==> src/rtl/am2901_pkg.sv <==
// am2901_pkg: microinstruction field encodings and multiply sequencer states
package am2901_pkg;
  typedef enum logic [2:0] {SRC_AQ, SRC_AB, SRC_ZQ, SRC_ZB, SRC_ZA, SRC_DA, SRC_DQ, SRC_DZ} src_e;
  typedef enum logic [2:0] {FN_ADD, FN_SUBR, FN_SUBS, FN_OR, FN_AND, FN_NOTRS, FN_EXOR, FN_EXNOR} fn_e;
  typedef enum logic [2:0] {DST_QREG, DST_NOP, DST_RAMA, DST_RAMF, DST_RAMQD, DST_RAMD, DST_RAMQU, DST_RAMU} dst_e;
  typedef enum logic [1:0] {ST_IDLE, ST_MUL, ST_WB} state_e;
  localparam int SRC_LSB = 0;
  localparam int FN_LSB = 3;
  localparam int DST_LSB = 6;
endpackage

==> src/rtl/am2901_alu.sv <==
// am2901_alu: combinational WIDTH-bit ALU with carry, overflow and lookahead terms
module am2901_alu
  import am2901_pkg::*;
#(
  parameter int WIDTH = 8
) (
  input  logic [WIDTH-1:0] i_r,
  input  logic [WIDTH-1:0] i_s,
  input  logic             i_cin,
  input  fn_e              i_fn,
  output logic [WIDTH-1:0] o_f,
  output logic             o_cout,
  output logic             o_ovr,
  output logic             o_g_lo,
  output logic             o_p_lo
);
  logic [WIDTH-1:0] w_r, w_s, w_p, w_g, w_low;
  logic [WIDTH:0]   w_sum;
  logic             w_arith, w_gg;
  assign w_arith = i_fn inside {FN_ADD, FN_SUBR, FN_SUBS};
  assign w_r     = (i_fn == FN_SUBR) ? ~i_r : i_r;
  assign w_s     = (i_fn == FN_SUBS) ? ~i_s : i_s;
  assign w_sum   = {1'b0, w_r} + {1'b0, w_s} + {{WIDTH{1'b0}}, i_cin};
  // carry into the MSB comes from adding only the low WIDTH-1 bits
  assign w_low   = {1'b0, w_r[WIDTH-2:0]} + {1'b0, w_s[WIDTH-2:0]} + {{(WIDTH-1){1'b0}}, i_cin};
  assign w_p     = w_r | w_s;
  assign w_g     = w_r & w_s;
  always_comb begin
    w_gg = w_g[0];
    for (int k = 1; k < WIDTH; k++) w_gg = w_g[k] | (w_p[k] & w_gg);
  end
  always_comb begin
    case (i_fn)
      FN_ADD, FN_SUBR, FN_SUBS: o_f = w_sum[WIDTH-1:0];
      FN_OR:    o_f = i_r | i_s;
      FN_AND:   o_f = i_r & i_s;
      FN_NOTRS: o_f = ~i_r & i_s;
      FN_EXOR:  o_f = i_r ^ i_s;
      default:  o_f = ~(i_r ^ i_s);
    endcase
  end
  assign o_cout = w_arith & w_sum[WIDTH];
  assign o_ovr  = w_arith & (w_sum[WIDTH] ^ w_low[WIDTH-1]);
  assign o_p_lo = ~&w_p;
  assign o_g_lo = ~w_gg;
endmodule

==> src/rtl/am2901_wide.sv <==
// am2901_wide: parametrised Am2901-style bit-slice datapath with a shift-and-add multiply sequencer
module am2901_wide
  import am2901_pkg::*;
#(
  parameter  int WIDTH = 8,
  parameter  int REGS  = 16,
  localparam int AW    = $clog2(REGS)
) (
  input  logic             cp,
  input  logic             rst,
  input  logic [8:0]       i,
  input  logic [AW-1:0]    a,
  input  logic [AW-1:0]    b,
  input  logic [WIDTH-1:0] d,
  input  logic             cin,
  input  logic             oe_n,
  output logic [WIDTH-1:0] y,
  output logic             cout,
  output logic             ovr,
  output logic             z,
  output logic             f_msb,
  output logic             g_lo,
  output logic             p_lo,
  input  logic             ram_lsb_in,
  input  logic             ram_msb_in,
  input  logic             q_lsb_in,
  input  logic             q_msb_in,
  output logic             ram_lsb_out,
  output logic             ram_msb_out,
  output logic             q_lsb_out,
  output logic             q_msb_out,
  output logic             ram_lsb_oe,
  output logic             ram_msb_oe,
  output logic             q_lsb_oe,
  output logic             q_msb_oe,
  input  logic             mul_start,
  output logic             busy,
  output logic             done
);
  localparam int CW = $clog2(WIDTH + 1);
  logic [WIDTH-1:0] r_ram [REGS];
  logic [WIDTH-1:0] r_q, r_acc, r_m;
  logic [AW-1:0]    r_bl;
  logic [CW-1:0]    r_cnt;
  state_e           r_state;
  src_e             w_src;
  fn_e              w_fn;
  dst_e             w_dst;
  logic [WIDTH-1:0] w_ra, w_rb, w_r, w_s, w_f, w_ram_d, w_q_d;
  logic [WIDTH:0]   w_mac;
  logic             w_down, w_up, w_ram_we, w_q_we;
  assign w_src = src_e'(i[SRC_LSB +: 3]);
  assign w_fn  = fn_e'(i[FN_LSB +: 3]);
  assign w_dst = dst_e'(i[DST_LSB +: 3]);
  assign w_ra  = r_ram[a];
  assign w_rb  = r_ram[b];
  assign w_r = (w_src inside {SRC_AQ, SRC_AB}) ? w_ra :
               (w_src inside {SRC_DA, SRC_DQ, SRC_DZ}) ? d : '0;
  assign w_s = (w_src inside {SRC_AQ, SRC_ZQ, SRC_DQ}) ? r_q :
               (w_src inside {SRC_AB, SRC_ZB}) ? w_rb :
               (w_src inside {SRC_ZA, SRC_DA}) ? w_ra : '0;
  am2901_alu #(.WIDTH(WIDTH)) u_alu (
    .i_r(w_r), .i_s(w_s), .i_cin(cin), .i_fn(w_fn),
    .o_f(w_f), .o_cout(cout), .o_ovr(ovr), .o_g_lo(g_lo), .o_p_lo(p_lo)
  );
  assign busy  = r_state != ST_IDLE;
  assign done  = r_state == ST_WB;
  assign y     = oe_n ? '0 : busy ? r_acc : (w_dst == DST_RAMA) ? w_ra : w_f;
  assign z     = ~|w_f;
  assign f_msb = w_f[WIDTH-1];
  assign w_down      = w_dst inside {DST_RAMQD, DST_RAMD};
  assign w_up        = w_dst inside {DST_RAMQU, DST_RAMU};
  assign ram_lsb_oe  = w_down;
  assign q_lsb_oe    = w_down;
  assign ram_msb_oe  = w_up;
  assign q_msb_oe    = w_up;
  assign ram_lsb_out = w_down & w_f[0];
  assign q_lsb_out   = w_down & r_q[0];
  assign ram_msb_out = w_up & w_f[WIDTH-1];
  assign q_msb_out   = w_up & r_q[WIDTH-1];
  assign w_ram_we = !(w_dst inside {DST_QREG, DST_NOP});
  assign w_ram_d  = w_down ? {ram_msb_in, w_f[WIDTH-1:1]} : w_up ? {w_f[WIDTH-2:0], ram_lsb_in} : w_f;
  assign w_q_we   = w_dst inside {DST_QREG, DST_RAMQD, DST_RAMQU};
  assign w_q_d    = (w_dst == DST_RAMQD) ? {q_msb_in, r_q[WIDTH-1:1]} :
                    (w_dst == DST_RAMQU) ? {r_q[WIDTH-2:0], q_lsb_in} : w_f;
  // multiplier LSB lives in Q[0]; product bits shift into Q from the top
  assign w_mac = {1'b0, r_acc} + (r_q[0] ? {1'b0, r_m} : '0);
  always_ff @(posedge cp or posedge rst) begin
    if (rst) begin
      for (int k = 0; k < REGS; k++) r_ram[k] <= '0;
      r_q     <= '0;
      r_acc   <= '0;
      r_m     <= '0;
      r_bl    <= '0;
      r_cnt   <= '0;
      r_state <= ST_IDLE;
    end else begin
      case (r_state)
        ST_IDLE:
          if (mul_start) begin
            r_m     <= w_rb;
            r_bl    <= b;
            r_q     <= w_ra;
            r_acc   <= '0;
            r_cnt   <= '0;
            r_state <= ST_MUL;
          end else begin
            if (w_ram_we) r_ram[b] <= w_ram_d;
            if (w_q_we) r_q <= w_q_d;
          end
        ST_MUL: begin
          r_acc <= w_mac[WIDTH:1];
          r_q   <= {w_mac[0], r_q[WIDTH-1:1]};
          r_cnt <= r_cnt + CW'(1);
          if (r_cnt == CW'(WIDTH - 1)) r_state <= ST_WB;
        end
        ST_WB: begin
          r_ram[r_bl] <= r_acc;
          r_state     <= ST_IDLE;
        end
        default: r_state <= ST_IDLE;
      endcase
    end
  end
endmodule

==> config.mk <==
export PLATFORM = sky130hd
export DESIGN_NAME = am2901_wide
export DESIGN_NICKNAME = d
export VERILOG_FILES = /design/src/rtl/am2901_pkg.sv /design/src/rtl/am2901_alu.sv /design/src/rtl/am2901_wide.sv
export SDC_FILE = /design/constraint.sdc
export NUM_CORES = 1
export LEC_CHECK = 0
export CAP_MARGIN = 20
export CORE_AREA = 3 3 120 208
export DETAILED_ROUTE_END_ITERATION = 7
export DIE_AREA = 0 0 123 211
export GPL_TIMING_DRIVEN = 1
export PLACE_DENSITY = 0.76
export SKIP_LAST_GASP = 1
export SYNTH_ARGS = -nofsm -noshare
export SYNTH_HDL_FRONTEND = slang
export SYNTH_SLANG_ARGS = --single-unit
==> constraint.sdc <==
create_clock -name cp -period 8 [get_ports cp]
set_input_delay 1.6 -clock cp [delete_from_list [all_inputs] [get_ports cp]]
set_output_delay 1.6 -clock cp [all_outputs]
set_load 0.01 [all_outputs]
==> impl_metrics.json, run 1 <==
{
  "drv_cap": 0,
  "cp-end-kind": "output pin",
  "p_comb_frac": 0.493,
  "antenna_found_initial": 1,
  "cts_tree": "done",
  "area_delta_synth_final_pct": 15.76,
  "cpMaxStageDelayCell": "mux4_2",
  "cts.sinks": 162,
  "synthCells": 1473,
  "crit_chain": "buf_4 -> mux4_2 -> mux4_2 -> a22oi_1 -> o21ai_1 -> xnor2_1 -> inv_1 -> fa_1 -> inv_1 -> ha_1 -> nor2_1 -> a221o_1 -> buf_4 -> o2111ai_1 -> nor3b_4 -> a211oi_1 -> a21oi_1 -> nor2_1 -> clkdlybuf4s50_1",
  "path_depth": 19,
  "min_path_type": "reg -> reg",
  "finalSetupTns_ns": 0,
  "crit_type": "in -> out",
  "synth_nets": 1542,
  "worst_path_largest_cell_delay_ns": 0.52,
  "synth.avg_cell_area_um2": 8.818,
  "crit_path_start": "a[0]",
  "required_ns": 6.40,
  "die-area_um2": 25950,
  "status": "completed",
  "vdd_ir_drop_max_v": 0.0001999,
  "clk_pin_slew_ns": 0.07,
  "p_leak_nw": 6.227,
  "hold_ws_ns": 0.4975,
  "core-area_um2": 23430,
  "hold_viol": 0,
  "gr-total-overflow": 0,
  "ant_nets": 0,
  "cts-buffers-inserted": 17,
  "grt_usage": 0.4388,
  "tightestPinTransition_ns": 1.127,
  "drt_first_pass_iters": 7,
  "fmax_mhz": 125.8,
  "critPathTopFamily": "compound AO/OA/AOI/OAI gates",
  "clockBufferDepth": 2,
  "gp_congestion": 1.067,
  "met3_length_um": 4660,
  "vias_per_cell": 7.136,
  "crit_arrival_ns": 6.35,
  "yosys.area.top_type_share": 0.3121,
  "die_y_um": 211,
  "dr.max_layer_used": "met4",
  "swShare": 0.4555,
  "synth_area_leader_cell": "dfrtp_1",
  "ys_ff_latch": 162,
  "setup.worst_path.start_class": "input port",
  "fillers": 2026,
  "clk-insertion-delay-late_ns": 0.45,
  "synthTopCellsByArea": "dfrtp_1 31%, mux4_2 11%, nor2_1 6.2%, nand2_1 4.5%, a21oi_1 3.4%",
  "ys.flop_type": "dfrtp_1",
  "ff2ff_path_depth": 18,
  "ctsHoldBuffers": 0,
  "timing.rr.start": "r_ram[16]$_DFFE_PP0P_",
  "synthArstFlopShare": 1.000,
  "synth-edff-count": 0,
  "relSlewSlack": 0.2467,
  "finClkSkew_ns": 0.01022,
  "hpwlAfterDp_um": 42880,
  "final_max_slew_viol_count": 0,
  "wl_per_cell_um": 29.70,
  "grt_max_degree": 91,
  "fin_crit_sh": 0.9936,
  "grt_pass1_vias": 13120,
  "synth_cell_type_count": 76,
  "vias": 13470,
  "reg2reg_to": "r_ram[47]$_DFFE_PP0P_",
  "p_clk_frac": 0.171,
  "io_buffers": 57,
  "ios": 58,
  "period_needed_ns": 7.949,
  "initial_utilization": 0.5545,
  "wl_met1_um": 17120,
  "drt_iter0_markers": 1807,
  "cts_htree_levels": 4,
  "die_width_um": 123,
  "grt_pass1_wl_um": 82300,
  "core.rowCount": 74,
  "synth.cell_area_um2": 12990,
  "p_per_area_nw_per_um2": 308.9,
  "path_buf_inv": 5,
  "endpoint": "y[6]",
  "cts_root_buf": "clkbuf_16",
  "finalSetupViolCount": 0,
  "fin_util": 0.6419,
  "nNetsFinal": 1639,
  "critPathMaxFanout": 6,
  "wl_um": 56080,
  "drc": 0,
  "reg2reg_slack_ns": 2.50,
  "p_switching_mw": 2.116,
  "p_seq_frac": 0.335,
  "drive_above_1_share": 0.1718,
  "yosys_warnings": 0,
  "intPower_mw": 2.529,
  "rsz0062_at_grt": "yes",
  "met2_length_um": 26550,
  "yosysSeqAreaShare": 0.3121
}
-- placed cells by master (no fill, tap or decap), types with 28 or more instances in the layout --
cell type	count
ha_1	30
dfrtp_1	162
o21ai_1	34
mux4_2	64
mux2i_1	35
nor2_1	214
a221oi_1	48
a21oi_1	85
o21a_1	31
inv_1	51
clkdlybuf4s50_1	49
buf_4	111
nand2_1	154
o21ai_0	81
xnor2_1	28
-- synth_stat cells, types with 4 or more instances --
master,n
or3_1,4
o211ai_1,12
mux2i_1,35
buf_2,20
ha_1,33
o22ai_1,5
a22oi_1,24
a21oi_1,87
nor2b_1,14
a21o_1,10
and3_1,5
o21ai_1,31
nand4_1,6
o21bai_1,5
mux4_2,64
buf_6,5
a31oi_1,22
nand2b_1,14
a32oi_1,4
o32ai_1,14
o21ai_0,84
o221ai_1,15
a31o_1,16
a221oi_1,48
xnor2_1,28
nor3_1,23
o31ai_1,18
clkbuf_1,52
o21a_1,31
inv_1,52
a22o_1,7
nand3_1,24
buf_4,4
dfrtp_1,162
buf_1,14
nand2_1,154
mux2_2,16
xor2_1,10
and2_1,11
a211oi_1,7
nor2_1,216
a221oi_2,9
-- power groups by stage --
| stage | sequential, mW | combinational (mW) | clock, mW |
|---|---|---|---|
| 2_1_floorplan | 1.31 | 1.51 | 0 |
| 3_3_place_gp | 1.52 | 2.15 | 0 |
| 3_5_place_dp | 1.53 | 2.19 | 0 |
| 4_1_cts | 1.52 | 2.21 | 0.794 |
| 5_1_grt | 1.57 | 2.45 | 0.827 |
| 6_report | 1.56 | 2.29 | 0.795 |
-- how the worst min path moves through the flow --
stage | from | to | slack, ns | depth (start not counted)
5_1_grt | r_m[5]$_DFFE_PP0P_ | r_m[5]$_DFFE_PP0P_ | 0.51 | 1
2_1_floorplan | r_m[1]$_DFFE_PP0P_ | r_m[1]$_DFFE_PP0P_ | 0.44 | 1
3_5_place_dp | r_m[2]$_DFFE_PP0P_ | r_m[2]$_DFFE_PP0P_ | 0.47 | 2
4_1_cts | r_m[2]$_DFFE_PP0P_ | r_m[2]$_DFFE_PP0P_ | 0.49 | 2
3_3_place_gp | r_m[2]$_DFFE_PP0P_ | r_m[2]$_DFFE_PP0P_ | 0.45 | 2
6_report | r_m[5]$_DFFE_PP0P_ | r_m[5]$_DFFE_PP0P_ | 0.50 | 1
-- metrics by stage --
| step | total power [mW] | cells | setup WS (ns) | cell area (µm²) |
|---|---|---|---|---|
| 3_3_place_gp | 3.663 | 1851 | -0.1514 | 14360 |
| 5_1_grt | 4.851 | 1888 | -0.1791 | 15040 |
| 2_1_floorplan | 2.817 | 1473 | 0.1558 | 12990 |
| 4_1_cts | 4.518 | 1884 | 0.01512 | 14930 |
| 6_report | 4.645 | 1888 | 0.05125 | 15040 |
| 3_5_place_dp | 3.718 | 1851 | -0.2748 | 14360 |
-- logic make-up after synthesis --
kind of cell,Yosys count,synth area share
mux,115,0.1518
fa+ha+maj,35,0.03487
xor+xnor,38,0.02562
buf+inv,150,0.04932
compound gates,481,0.2612
simple gates,492,0.1650
flops,162,0.3121
-- per-layer routing --
layer	track usage	up-vias
met5	0	-
met4	0.4417	0
met3	0.07717	411
met2	0.7123	1000
met1	0.4601	6336
li1	-	5726
-- timing repair --
action	CTS	global route
endpoints found under the setup margin	6	9
gates resized for setup	5	22
pin swaps	2	3
buffers inserted	1	2
-- state kept, by name, indices dropped and copies added (netlist names) --
register,cells
r_acc,8
r_bl,4
r_cnt,4
r_m,8
r_q,8
r_ram,128
r_state,2
-- area by class of cell --
type                    count  area [µm²]  area share
inverters                  55       211.5     0.01406
clock buffers              19       452.9     0.03012
clock inverters            13       102.6    0.006824
repair buffers            173        1478     0.09828
flip-flops and latches    162        4054      0.2696
diodes                      1       2.502   0.0001664
well taps                 304       380.4     0.02530
multi-input cells        1161        8354      0.5556
Note: power is estimated with default switching activity, not from simulation.
==> run 2: changes to the inputs <==
--- a/config.mk
+++ b/config.mk
@@ -6,11 +6,12 @@
 export NUM_CORES = 1
 export LEC_CHECK = 0
 export CAP_MARGIN = 20
-export CORE_AREA = 3 3 120 208
+export CORE_AREA = 3 3 118 204
+export CTS_BUF_LIST = sky130_fd_sc_hd__clkbuf_8
 export DETAILED_ROUTE_END_ITERATION = 7
-export DIE_AREA = 0 0 123 211
+export DIE_AREA = 0 0 121 207
 export GPL_TIMING_DRIVEN = 1
-export PLACE_DENSITY = 0.76
+export PLACE_DENSITY = 0.86
 export SKIP_LAST_GASP = 1
 export SYNTH_ARGS = -nofsm -noshare
 export SYNTH_HDL_FRONTEND = slang
==> impl_metrics.json, run 2 (synthesis gave the netlist of run 1 again) <==
{
  "violations": "design-rule violations",
  "cts_htree_levels": 4,
  "drt_first_pass_iters": 8,
  "ant_nets": 0,
  "dpl.cell_count": 1844,
  "final.setup.worst_slack_ns": 0.1740,
  "intPower_mw": 2.415,
  "status": "finished, violations left",
  "cts_root_buf": "clkbuf_8",
  "dp_slack_ns": -0.07254,
  "wl_per_cell_um": 29.85,
  "core-area_um2": 22740,
  "period_needed_ns": 7.826,
  "hpwlAfterDp_um": 42320,
  "regMostFlops": "r_ram",
  "antenna_cells": 0,
  "required_ns": 6.40,
  "gr-total-overflow": 0,
  "cts_tree": "done",
  "p_leak_nw": 6.190,
  "die_y_um": 207,
  "rsz0062_at_grt": "no",
  "die_width_um": 121,
  "grt_pass1_vias": 13440,
  "drive_above_1_share": 0.1661,
  "finalSetupViolCount": 0,
  "nNetsFinal": 1633,
  "final_max_slew_viol_count": 0,
  "p_per_area_nw_per_um2": 302.9,
  "io_buffers": 57,
  "p_switching_mw": 2.093,
  "vdd_ir_drop_max_v": 0.0001798,
  "p_clk_frac": 0.148,
  "finClkSkew_ns": 0.02041,
  "grt_pass1_wl_um": 83240,
  "crit_type": "in -> out",
  "clockBufferDepth": 2,
  "hold_ws_ns": 0.4859,
  "initial_utilization": 0.5711,
  "cts-buffers-inserted": 17,
  "cts_setup_buffers": 0,
  "core.rowCount": 73,
  "fmax_mhz": 127.8,
  "p_seq_frac": 0.344,
  "final_common_cell": "nor2_1",
  "stdcell_count": 1877,
  "ios": 58,
  "drc": 10,
  "clk-insertion-delay-late_ns": 0.51,
  "die-area_um2": 25050,
  "antenna_found_initial": 0,
  "cp-end-kind": "output pin",
  "vias_per_cell": 7.317,
  "p_comb_frac": 0.508,
  "tightestPinTransition_ns": 1.262,
  "gp_congestion": 1.054,
  "swShare": 0.4642,
  "layout_common_cells": "214 x nor2_1, 162 x dfrtp_1, 154 x nand2_1",
  "critPathMaxFanout": 18,
  "cts.sinks": 162,
  "area_delta_synth_final_pct": 14.58,
  "drv_cap": 0,
  "grt_max_degree": 94,
  "setup.worst_path.start_class": "input port",
  "vias": 13730,
  "relSlewSlack": 0.1586,
  "wl_um": 56040,
  "drt_iter0_markers": 1980,
  "finalSetupTns_ns": 0,
  "crit_arrival_ns": 6.23,
  "clk_pin_slew_ns": 0.10,
  "grt_usage": 0.4517,
  "fin_crit_sh": 0.9782,
  "min_path_type": "reg -> reg",
  "largest_reg_flops": 128,
  "hold_viol": 0
}
[run 2: changes by cell type in the layout (fill, tap and decap cells not counted), moves of 4 or more]
cell	previous run	this run
clkinv_2	4	0
clkbuf_16	17	0
buf_6	3	7
clkbuf_8	2	20
buf_4	111	100
[run 2: layout make-up]
type                       count  area [µm²]
sequential                   162        4054
multi-input combinational   1161        8342
clock buffer                  20       275.3
clock inverter                12       162.7
timing repair buffer         167        1463
fill                        1922        7860
inverter                      55       211.5
tap                          300       375.4
[run 2: worst paths after layout]
check	startpoint	endpoint	slack, ns	cells past startpoint
setup / recovery	a[1]	y[2]	0.17	19
hold / removal	r_m[1]$_DFFE_PP0P_	r_m[1]$_DFFE_PP0P_	0.49	1
setup reg to reg	r_ram[88]$_DFFE_PP0P_	r_ram[97]$_DFFE_PP0P_	2.49	19
hold reg to reg	r_m[1]$_DFFE_PP0P_	r_m[1]$_DFFE_PP0P_	0.49	1
max in group asynchronous	rst	r_ram[82]$_DFFE_PP0P_	4.85	3
min in group asynchronous	rst	r_m[6]$_DFFE_PP0P_	1.62	2
[run 2: layer usage]
metal	track usage	up-vias	routed length, µm
li1	-	5703	-
met1	0.4678	6527	16810
met2	0.7194	1098	26340
met3	0.1054	406	5202
met4	0.4554	0	7685
met5	0	-	0
[run 2: repair_timing]
action	CTS	global route
hold endpoints to repair	0	0
resized for setup	5	26
cloned	0	0
hold buffers	0	0
setup endpoints to repair	3	9
pin swaps	0	3
[run 2: power groups by stage]
stage	clock, mW	sequential (mW)	combinational (mW)
final	0.670	1.55	2.29
after global routing	0.702	1.56	2.46
after CTS	0.667	1.51	2.20
after detailed placement	0	1.52	2.20
after global placement	0	1.51	2.14
after floorplan	0	1.31	1.51
[run 2: through the flow]
stage,power [mW],area (µm²),util
after global routing,4.720,14880,0.6544
after global placement,3.647,14340,0.6304
after floorplan,2.817,12990,-
after CTS,4.381,14790,0.6503
final,4.509,14880,0.6544
after detailed placement,3.721,14340,0.6304
[run 2: critical path, stage by stage]
cell             delay, ns
buf_2                 0.20
mux4_2                0.52
mux4_2                0.49
a22oi_1               0.17
o21ai_0               0.16
xnor2_1               0.23
inv_1                 0.10
fa_1                  0.39
inv_1                 0.08
buf_4                 0.11
ha_1                  0.18
nor2_1                0.06
a221o_1               0.37
xnor2_1               0.22
a21o_1                0.17
buf_6                 0.26
o211ai_1              0.14
a21oi_1               0.20
clkdlybuf4s50_1       0.57
